<file path="config.mk">
export PLATFORM = sky130hd
export DESIGN_NAME = hci_core_stream_writer
export DESIGN_NICKNAME = d
export VERILOG_FILES = /design/src/rtl/hci_core_stream_writer_pkg.sv /design/src/rtl/hci_core_lin_addrgen.sv /design/src/rtl/hci_core_stream_writer.sv
export SDC_FILE = /design/constraint.sdc
export NUM_CORES = 1
export LEC_CHECK = 0
export ABC_AREA = 1
export ABC_CLOCK_PERIOD_IN_PS = 2400
export CAP_MARGIN = 15
export CORE_MARGIN = 1
export CORE_UTILIZATION = 47
export DETAILED_ROUTE_END_ITERATION = 7
export GPL_TIMING_DRIVEN = 0
export PLACE_DENSITY = 0.9
export SYNTH_ARGS = -nofsm -noshare
export SYNTH_HDL_FRONTEND = slang
export SYNTH_SLANG_ARGS = --single-unit
</file>
<file path="constraint.sdc">
create_clock -name clk_i -period 2.4 [get_ports clk_i]
set_input_delay 0.6 -clock clk_i [delete_from_list [all_inputs] [get_ports clk_i]]
set_output_delay 0.6 -clock clk_i [all_outputs]
set_load 0.1 [all_outputs]
</file>
<file path="src/rtl/hci_core_stream_writer_pkg.sv">
// ---------------------------------------------------------------------------
// hci_core_stream_writer_pkg
// Shared types and constants for the stream-to-TCDM writer.
//   hci_wstream_ctrl_t  : start request plus linear transfer description
//   hci_wstream_flags_t : handshake/status flags and the beat counter
//   hci_wstream_state_t : FSM state encoding (IDLE / WORKING / DONE)
// ---------------------------------------------------------------------------
package hci_core_stream_writer_pkg;

  // Default TCDM data width; the stream side is 32 bits narrower.
  localparam int unsigned DEFAULT_DW = 64;

  // Width of the length/counter fields carried in ctrl/flags.
  localparam int unsigned HCI_WSTREAM_CNT_W = 16;

  typedef struct packed {
    logic                         req_start;
    logic [31:0]                  base_addr;
    logic [31:0]                  stride;
    logic [HCI_WSTREAM_CNT_W-1:0] tot_len;
  } hci_wstream_ctrl_t;

  typedef struct packed {
    logic                         ready_start;
    logic                         done;
    logic                         busy;
    logic [HCI_WSTREAM_CNT_W-1:0] cnt;
  } hci_wstream_flags_t;

  typedef logic [1:0] hci_wstream_state_t;

  localparam hci_wstream_state_t WS_IDLE    = 2'd0;
  localparam hci_wstream_state_t WS_WORKING = 2'd1;
  localparam hci_wstream_state_t WS_DONE    = 2'd2;

  // TCDM addresses are always word aligned; the byte offset is folded
  // into the data/byte-enable shift instead.
  function automatic logic [31:0] word_align(input logic [31:0] addr);
    return {addr[31:2], 2'b00};
  endfunction

endpackage

</file>
<file path="src/rtl/hci_core_lin_addrgen.sv">
// ---------------------------------------------------------------------------
// hci_core_lin_addrgen
// Linear address generator: addr = base + n*stride, modulo 2^32.
//   clk_i, rst_ni      : clock, asynchronous active-low reset
//   clear_i            : synchronous clear back to address 0
//   enable_i           : low freezes the generator
//   load_i             : capture base_i/stride_i
//   base_i, stride_i   : start address and two's-complement stride
//   step_i             : advance by one stride
//   addr_o             : current byte address
// ---------------------------------------------------------------------------
module hci_core_lin_addrgen (
  input  logic        clk_i,
  input  logic        rst_ni,
  input  logic        clear_i,
  input  logic        enable_i,
  input  logic        load_i,
  input  logic [31:0] base_i,
  input  logic [31:0] stride_i,
  input  logic        step_i,
  output logic [31:0] addr_o
);

  logic [31:0] addr_q;
  logic [31:0] stride_q;

  always_ff @(posedge clk_i or negedge rst_ni) begin
    if (!rst_ni) begin
      addr_q   <= '0;
      stride_q <= '0;
    end else if (clear_i) begin
      addr_q   <= '0;
      stride_q <= '0;
    end else if (enable_i) begin
      if (load_i) begin
        addr_q   <= base_i;
        stride_q <= stride_i;
      end else if (step_i) begin
        // Plain 32-bit add: negative strides and wrap-around come for free.
        addr_q <= addr_q + stride_q;
      end
    end
  end

  assign addr_o = addr_q;

endmodule

</file>
<file path="src/rtl/hci_core_stream_writer.sv">
// ---------------------------------------------------------------------------
// hci_core_stream_writer
// Consumes a data stream and writes it to TCDM along a linear address
// pattern. Misaligned destinations are handled by shifting data/strobes into
// a TCDM word that is 32 bits wider than the stream.
//   clk_i, rst_ni   : clock, asynchronous active-low reset
//   test_mode_i     : test mode, no functional effect
//   clear_i         : synchronous soft clear
//   enable_i        : global enable, low freezes everything
//   tcdm_*          : HCI core master port (write only, r_* side unused)
//   stream_*        : HWPE-Stream sink (valid/ready/data/strb)
//   ctrl_i          : start request and transfer description
//   flags_o         : ready_start / done / busy / beat count
// ---------------------------------------------------------------------------
module hci_core_stream_writer
  import hci_core_stream_writer_pkg::*;
#(
  parameter int unsigned DATA_WIDTH = DEFAULT_DW,
  parameter int unsigned TRANS_CNT  = 16
) (
  input  logic                      clk_i,
  input  logic                      rst_ni,
  input  logic                      test_mode_i,
  input  logic                      clear_i,
  input  logic                      enable_i,
  // TCDM master
  output logic                      tcdm_req,
  input  logic                      tcdm_gnt,
  output logic [31:0]               tcdm_add,
  output logic                      tcdm_wen,
  output logic [DATA_WIDTH-1:0]     tcdm_data,
  output logic [DATA_WIDTH/8-1:0]   tcdm_be,
  output logic                      tcdm_lrdy,
  output logic [15:0]               tcdm_boffs,
  output logic [0:0]                tcdm_user,
  // stream sink
  input  logic                      stream_valid,
  output logic                      stream_ready,
  input  logic [DATA_WIDTH-33:0]    stream_data,
  input  logic [DATA_WIDTH/8-5:0]   stream_strb,
  // control / status
  input  hci_wstream_ctrl_t         ctrl_i,
  output hci_wstream_flags_t        flags_o
);

  localparam int unsigned BE_WIDTH = DATA_WIDTH / 8;

  hci_wstream_state_t   state_q;
  logic [TRANS_CNT-1:0] cnt_q;
  logic [TRANS_CNT-1:0] tot_len_q;
  logic [31:0]          addr;

  logic beat_req;
  logic handshake;
  logic last_beat;
  logic load_addr;

  logic [DATA_WIDTH-1:0] data_shifted;
  logic [BE_WIDTH-1:0]   be_shifted;

  // Request follows the stream combinationally; it only exists in WORKING.
  assign beat_req  = (state_q == WS_WORKING) & enable_i & stream_valid;
  assign handshake = beat_req & tcdm_gnt;
  assign last_beat = (cnt_q == tot_len_q - TRANS_CNT'(1));
  assign load_addr = (state_q == WS_IDLE) & ctrl_i.req_start;

  hci_core_lin_addrgen i_addrgen (
    .clk_i    (clk_i),
    .rst_ni   (rst_ni),
    .clear_i  (clear_i),
    .enable_i (enable_i),
    .load_i   (load_addr),
    .base_i   (ctrl_i.base_addr),
    .stride_i (ctrl_i.stride),
    .step_i   (handshake),
    .addr_o   (addr)
  );

  // Byte offset within the word shifts both payload and strobes; the extra
  // 32 bits of TCDM width absorb the overflow.
  assign data_shifted = {32'b0, stream_data} << {addr[1:0], 3'b000};
  assign be_shifted   = {4'b0, stream_strb} << addr[1:0];

  always_ff @(posedge clk_i or negedge rst_ni) begin
    if (!rst_ni) begin
      state_q   <= WS_IDLE;
      cnt_q     <= '0;
      tot_len_q <= '0;
    end else if (clear_i) begin
      state_q   <= WS_IDLE;
      cnt_q     <= '0;
      tot_len_q <= '0;
    end else if (enable_i) begin
      case (state_q)
        WS_IDLE: begin
          if (ctrl_i.req_start) begin
            tot_len_q <= ctrl_i.tot_len[TRANS_CNT-1:0];
            cnt_q     <= '0;
            state_q   <= (ctrl_i.tot_len[TRANS_CNT-1:0] == '0) ? WS_DONE : WS_WORKING;
          end
        end
        WS_WORKING: begin
          if (handshake) begin
            cnt_q <= cnt_q + TRANS_CNT'(1);
            if (last_beat) state_q <= WS_DONE;
          end
        end
        WS_DONE:  state_q <= WS_IDLE;
        default:  state_q <= WS_IDLE;
      endcase
    end
  end

  always_comb begin
    tcdm_req     = 1'b0;
    stream_ready = 1'b0;
    tcdm_add     = '0;
    tcdm_data    = '0;
    tcdm_be      = '0;
    if (state_q == WS_WORKING) begin
      tcdm_req     = beat_req;
      stream_ready = handshake;
      tcdm_add     = word_align(addr);
      tcdm_data    = data_shifted;
      tcdm_be      = be_shifted;
    end
  end

  assign tcdm_wen   = 1'b0;
  // Constant 1; test_mode_i is folded in only so the port has a reader.
  assign tcdm_lrdy  = 1'b1 | test_mode_i;
  assign tcdm_boffs = '0;
  assign tcdm_user  = '0;

  assign flags_o.ready_start = (state_q == WS_IDLE);
  assign flags_o.done        = (state_q == WS_DONE);
  assign flags_o.busy        = (state_q == WS_WORKING);
  assign flags_o.cnt         = HCI_WSTREAM_CNT_W'(cnt_q);

endmodule

</file>
==> flow_metrics.env, run 1 <==
export IMPL_grt_worst_endpoint="tcdm_data[37]"
export IMPL_synth_yosys_seq_area_share=0.304
export IMPL_cts_buffers=9
export IMPL_synth_ff_type="dfrtp_1"
export IMPL_hpwl_mm=24.4
export IMPL_synth_edff_count=0
export IMPL_synth_avg_cell_area_um2=6.67
export IMPL_clock_sinks=98
export IMPL_flow_stopped_at="5_1_grt"
export IMPL_yosysTopAreaCell="dfrtp_1"
export IMPL_die_h_um=133
export IMPL_synth_cell_type_count=44
export IMPL_cts_buffer_depth=2
export IMPL_dp_cells=1693
export IMPL_die_w_um=133
export IMPL_netlist_instances=1208
export IMPL_yosysMostFrequentCell="nand2_1"
export IMPL_portBuffers=236
export IMPL_synth_common_cells="nand2_1 (319), nor2_1 (204), inv_1 (107), dfrtp_1 (98), nand3_1 (97)"
export IMPL_core_rowCount=47
export IMPL_error="[ERROR GRT-0232] Routing congestion too high. Check the congestion heatmap in the GUI."
export IMPL_synth_seq_cells=98
export IMPL_yosys_top_cells_area="dfrtp_1 (30%), nand2_1 (15%), nor2_1 (9.5%)"
export IMPL_grt_start_max_net_pins=57
export IMPL_track_usage=0.734
export IMPL_overflow=7
export IMPL_start_util=0.484
export IMPL_antenna_found_initial=17
export IMPL_netlist_area_um2=8060
export IMPL_yosys_area_top_type_share=0.304
export IMPL_ys_warn_count=0
export IMPL_cts_root_buffer="clkbuf_16"
export IMPL_outcome="did not finish"
export IMPL_gp_congestion=0.969
export IMPL_worst_ep_kind="primary output"
export IMPL_pre_cts_ws_ps=-1210
export IMPL_ios=268
export IMPL_htree_levels=3
export IMPL_postSynth_asyncResetShare=1.00
layer usage:
layer / track usage / overflow
met4: 0.699 / 5
met3: 0.651 / 0
met5: 0.456 / 0
met2: 0.861 / 2
met1: 0.719 / 0
logic make-up after synthesis:
family,after synthesis,share of synthesized area
AO/OA/AOI/OAI,176,0.126
AND/OR/NAND/NOR,659,0.345
buffers and inverters,182,0.102
multiplexers,27,0.0335
other,2,0.000932
adder cells (fa/ha/maj),34,0.0537
flip-flops,98,0.304
XOR/XNOR,30,0.0343
metrics by stage:
stage | hold slack (ps) | cell area [um^2]
2_1_floorplan | 304 | 9010
4_1_cts | 253 | 12900
3_5_place_dp | 466 | 11700
3_3_place_gp | 461 | 11600
timing repair:
action / CTS
hold buffers: 0
gates resized for setup: 785
setup buffers: 11
gates cloned: 9
pin swaps: 6
setup endpoints to repair: 135
==> run 2, diff against run 1 <==
--- a/config.mk
+++ b/config.mk
@@ -9,10 +9,10 @@
 export ABC_CLOCK_PERIOD_IN_PS = 2400
 export CAP_MARGIN = 15
 export CORE_MARGIN = 1
-export CORE_UTILIZATION = 47
+export CORE_UTILIZATION = 40
 export DETAILED_ROUTE_END_ITERATION = 7
 export GPL_TIMING_DRIVEN = 0
-export PLACE_DENSITY = 0.9
+export PLACE_DENSITY_LB_ADDON = 0.15
 export SYNTH_ARGS = -nofsm -noshare
 export SYNTH_HDL_FRONTEND = slang
 export SYNTH_SLANG_ARGS = --single-unit
==> flow_metrics.env, run 2 <==
export IMPL_outcome="complete, but fails checks"
export IMPL_violations="setup timing"
export IMPL_diodes=0
export IMPL_synth_seq_cells=98
export IMPL_core_um2=19600
export IMPL_critPathRequiredTime_ps=1800
export IMPL_intPower_mw=5.70
export IMPL_path_class="reg2out"
export IMPL_maxSlewViolCount=0
export IMPL_ys_warn_count=0
export IMPL_yosysTopAreaCell="dfrtp_1"
export IMPL_max_slew_margin=0.331
export IMPL_hold_class="in2async"
export IMPL_peakVddDrop_mv=0.540
export IMPL_setup_tns_ps=-354
export IMPL_fmax_ghz=0.402
export IMPL_layout_drive_gt1_share=0.215
export IMPL_dr_wl_met3_mm=2.48
export IMPL_via_per_inst=5.21
export IMPL_routed_wl_met2_mm=15.2
export IMPL_hpwl_mm=22.8
export IMPL_cts_buffer_depth=2
export IMPL_worstPathArrival_ps=1890
export IMPL_clockPowerShare=0.109
export IMPL_hold_slack_ps=189
export IMPL_drt_iter0_markers=649
export IMPL_yosysMostFrequentCell="nand2_1"
export IMPL_worstMarginPinSlew_ps=1010
export IMPL_portBuffers=236
export IMPL_rsz0062_at_grt="yes"
export IMPL_netlist_area_um2=8060
export IMPL_netlist_instances=1208
export IMPL_fin_util=0.653
export IMPL_gp_congestion=0.957
export IMPL_skew_ps=5.99
export IMPL_power_switching_mw=7.27
export IMPL_synth_yosys_seq_area_share=0.304
export IMPL_fin_nets=1658
export IMPL_synth_avg_cell_area_um2=6.67
export IMPL_cts_buffers=9
export IMPL_die_h_um=144
export IMPL_synth_edff_count=0
export IMPL_fin_ws_ps=-86.9
export IMPL_ant_nets=0
export IMPL_routed_wl_mm=31.9
export IMPL_hold_viol_final=0
export IMPL_clk_latency_ps=360
export IMPL_wl_met1_mm=13.1
export IMPL_dr_pass1_iters=5
export IMPL_overflow=0
export IMPL_critical_path_peak_fanout=5
export IMPL_clkTransAtPathRegs_ps=70
export IMPL_grt_pass1_wl_mm=44.4
export IMPL_die_w_um=144
export IMPL_drv_cap=0
export IMPL_cp_end_kind="primary output"
export IMPL_core_rowCount=51
export IMPL_final_cell_mix="nand2_1 (312), nor2_1 (168), clkdlybuf4s50_1 (121)"
export IMPL_yosys_top_cells_area="dfrtp_1 (30%), nand2_1 (15%), nor2_1 (9.5%)"
export IMPL_antenna_found_initial=0
export IMPL_syn_to_final_growth_pct=58.8
export IMPL_cts_root_buffer="clkbuf_16"
export IMPL_track_usage=0.281
export IMPL_p_leak_nw=6.06
export IMPL_seqPwrFrac=0.172
export IMPL_layout_commonest_cell="nand2_1"
export IMPL_clock_sinks=98
export IMPL_num_vias=9210
export IMPL_crit_path_start_kind="register"
export IMPL_drc=0
export IMPL_cts_tree="done"
export IMPL_synth_ff_type="dfrtp_1"
export IMPL_postSynth_asyncResetShare=1.00
export IMPL_htree_levels=3
export IMPL_timing_final_crit_period_ps=2490
export IMPL_ios=268
export IMPL_yosys_area_top_type_share=0.304
export IMPL_grt_pass1_vias=8195
export IMPL_powerDensity_nw_per_um2=1010
export IMPL_grt_start_max_net_pins=68
export IMPL_synth_cell_type_count=44
export IMPL_die_area_um2=20700
export IMPL_top_layer="met4"
export IMPL_switching_share=0.561
export IMPL_start_util=0.411
export IMPL_synth_common_cells="nand2_1 (319), nor2_1 (204), inv_1 (107), dfrtp_1 (98), nand3_1 (97)"
export IMPL_pwr_share_comb=0.720
export IMPL_setup_viol=12
export IMPL_finalCritPeriodShare=1.04
export IMPL_wl_per_cell_um=18.0
run 2: cell counts after synthesis:
Identical to the previous run, type by type.
run 2: routing by layer:
metal / vias up / track usage
met4: 0 / 0.0582
met1: 4272 / 0.370
li1: 4458 / -
met5: - / 0
met3: 89 / 0.0473
met2: 391 / 0.479
run 2: layout make-up:
cell class / instances / area (um^2)
Buffer: 73 / 663
Clock buffer: 11 / 243
Clock inverter: 4 / 28.8
Fill cell: 1686 / 6800
Inverter: 109 / 418
Multi-Input combinational cell: 956 / 5880
Sequential cell: 98 / 2460
Tap cell: 265 / 332
Timing Repair Buffer: 253 / 2770
run 2: worst paths after layout:
kind	startpoint	endpoint	slack, ps	cells past startpoint
hold / removal	rst_ni	i_addrgen.addr_o[7]	190	1
max in group asynchronous	rst_ni	state_q[0]	1490	2
min in group clk_i	i_addrgen.stride_q[30]	i_addrgen.stride_q[30]	480	2
hold reg to reg	i_addrgen.stride_q[30]	i_addrgen.stride_q[30]	480	2
setup reg to reg	i_addrgen.addr_o[0]	i_addrgen.addr_o[24]	90	13
setup / recovery	i_addrgen.addr_o[0]	tcdm_data[39]	-90	5
run 2: metrics by stage:
stage / setup slack, ps / cell area [um^2] / power, mW / std cells
finish: -86.9 / 12800 / 13.0 / 1769
global route: -156 / 12800 / 13.6 / 1769
CTS: 0.0654 / 12400 / 12.4 / 1762
detailed placement: -1160 / 11700 / 10.5 / 1738
global placement: -3610 / 11700 / 10.4 / 1737
floorplan: -246 / 9010 / 8.62 / 1236
run 2: timing repair:
item	4_1_cts	5_1_grt
gates cloned	1	4
setup buffers	8	3
gates resized for setup	655	128
pin swaps	4	2
endpoints found under the setup margin	135	94
hold buffers	0	0
run 2: logic make-up (layout without fill, tap and decap cells):
logic type | Yosys count | after routing | synth area share
xor gates and xnor gates | 30 | 30 | 0.0343
buffers and inverters | 182 | 450 | 0.102
adders and majority gates | 34 | 34 | 0.0537
AOI/OAI and AO/OA | 176 | 176 | 0.126
other | 2 | 30 | 0.000932
and+or+nand+nor | 659 | 659 | 0.345
muxes | 27 | 27 | 0.0335
DFF | 98 | 98 | 0.304
run 2: worst max-delay path, stage by stage, from the launching register on:
cell,delay [ps]
dfrtp_2,440
clkbuf_16,180
clkbuf_16,170
mux2i_4,390
o22ai_4,150
buf_12,190
run 2: power groups by stage:
| stage | combinational, mW | clock (mW) | sequential [mW] |
|---|---|---|---|
| 2_1_floorplan | 6.36 | 0 | 2.25 |
| 3_5_place_dp | 8.21 | 0 | 2.25 |
| 4_1_cts | 8.76 | 1.42 | 2.21 |
| 6_report | 9.34 | 1.41 | 2.23 |
| 5_1_grt | 9.81 | 1.50 | 2.26 |
| 3_3_place_gp | 8.14 | 0 | 2.25 |
Note: power is estimated with default switching activity, not from simulation.
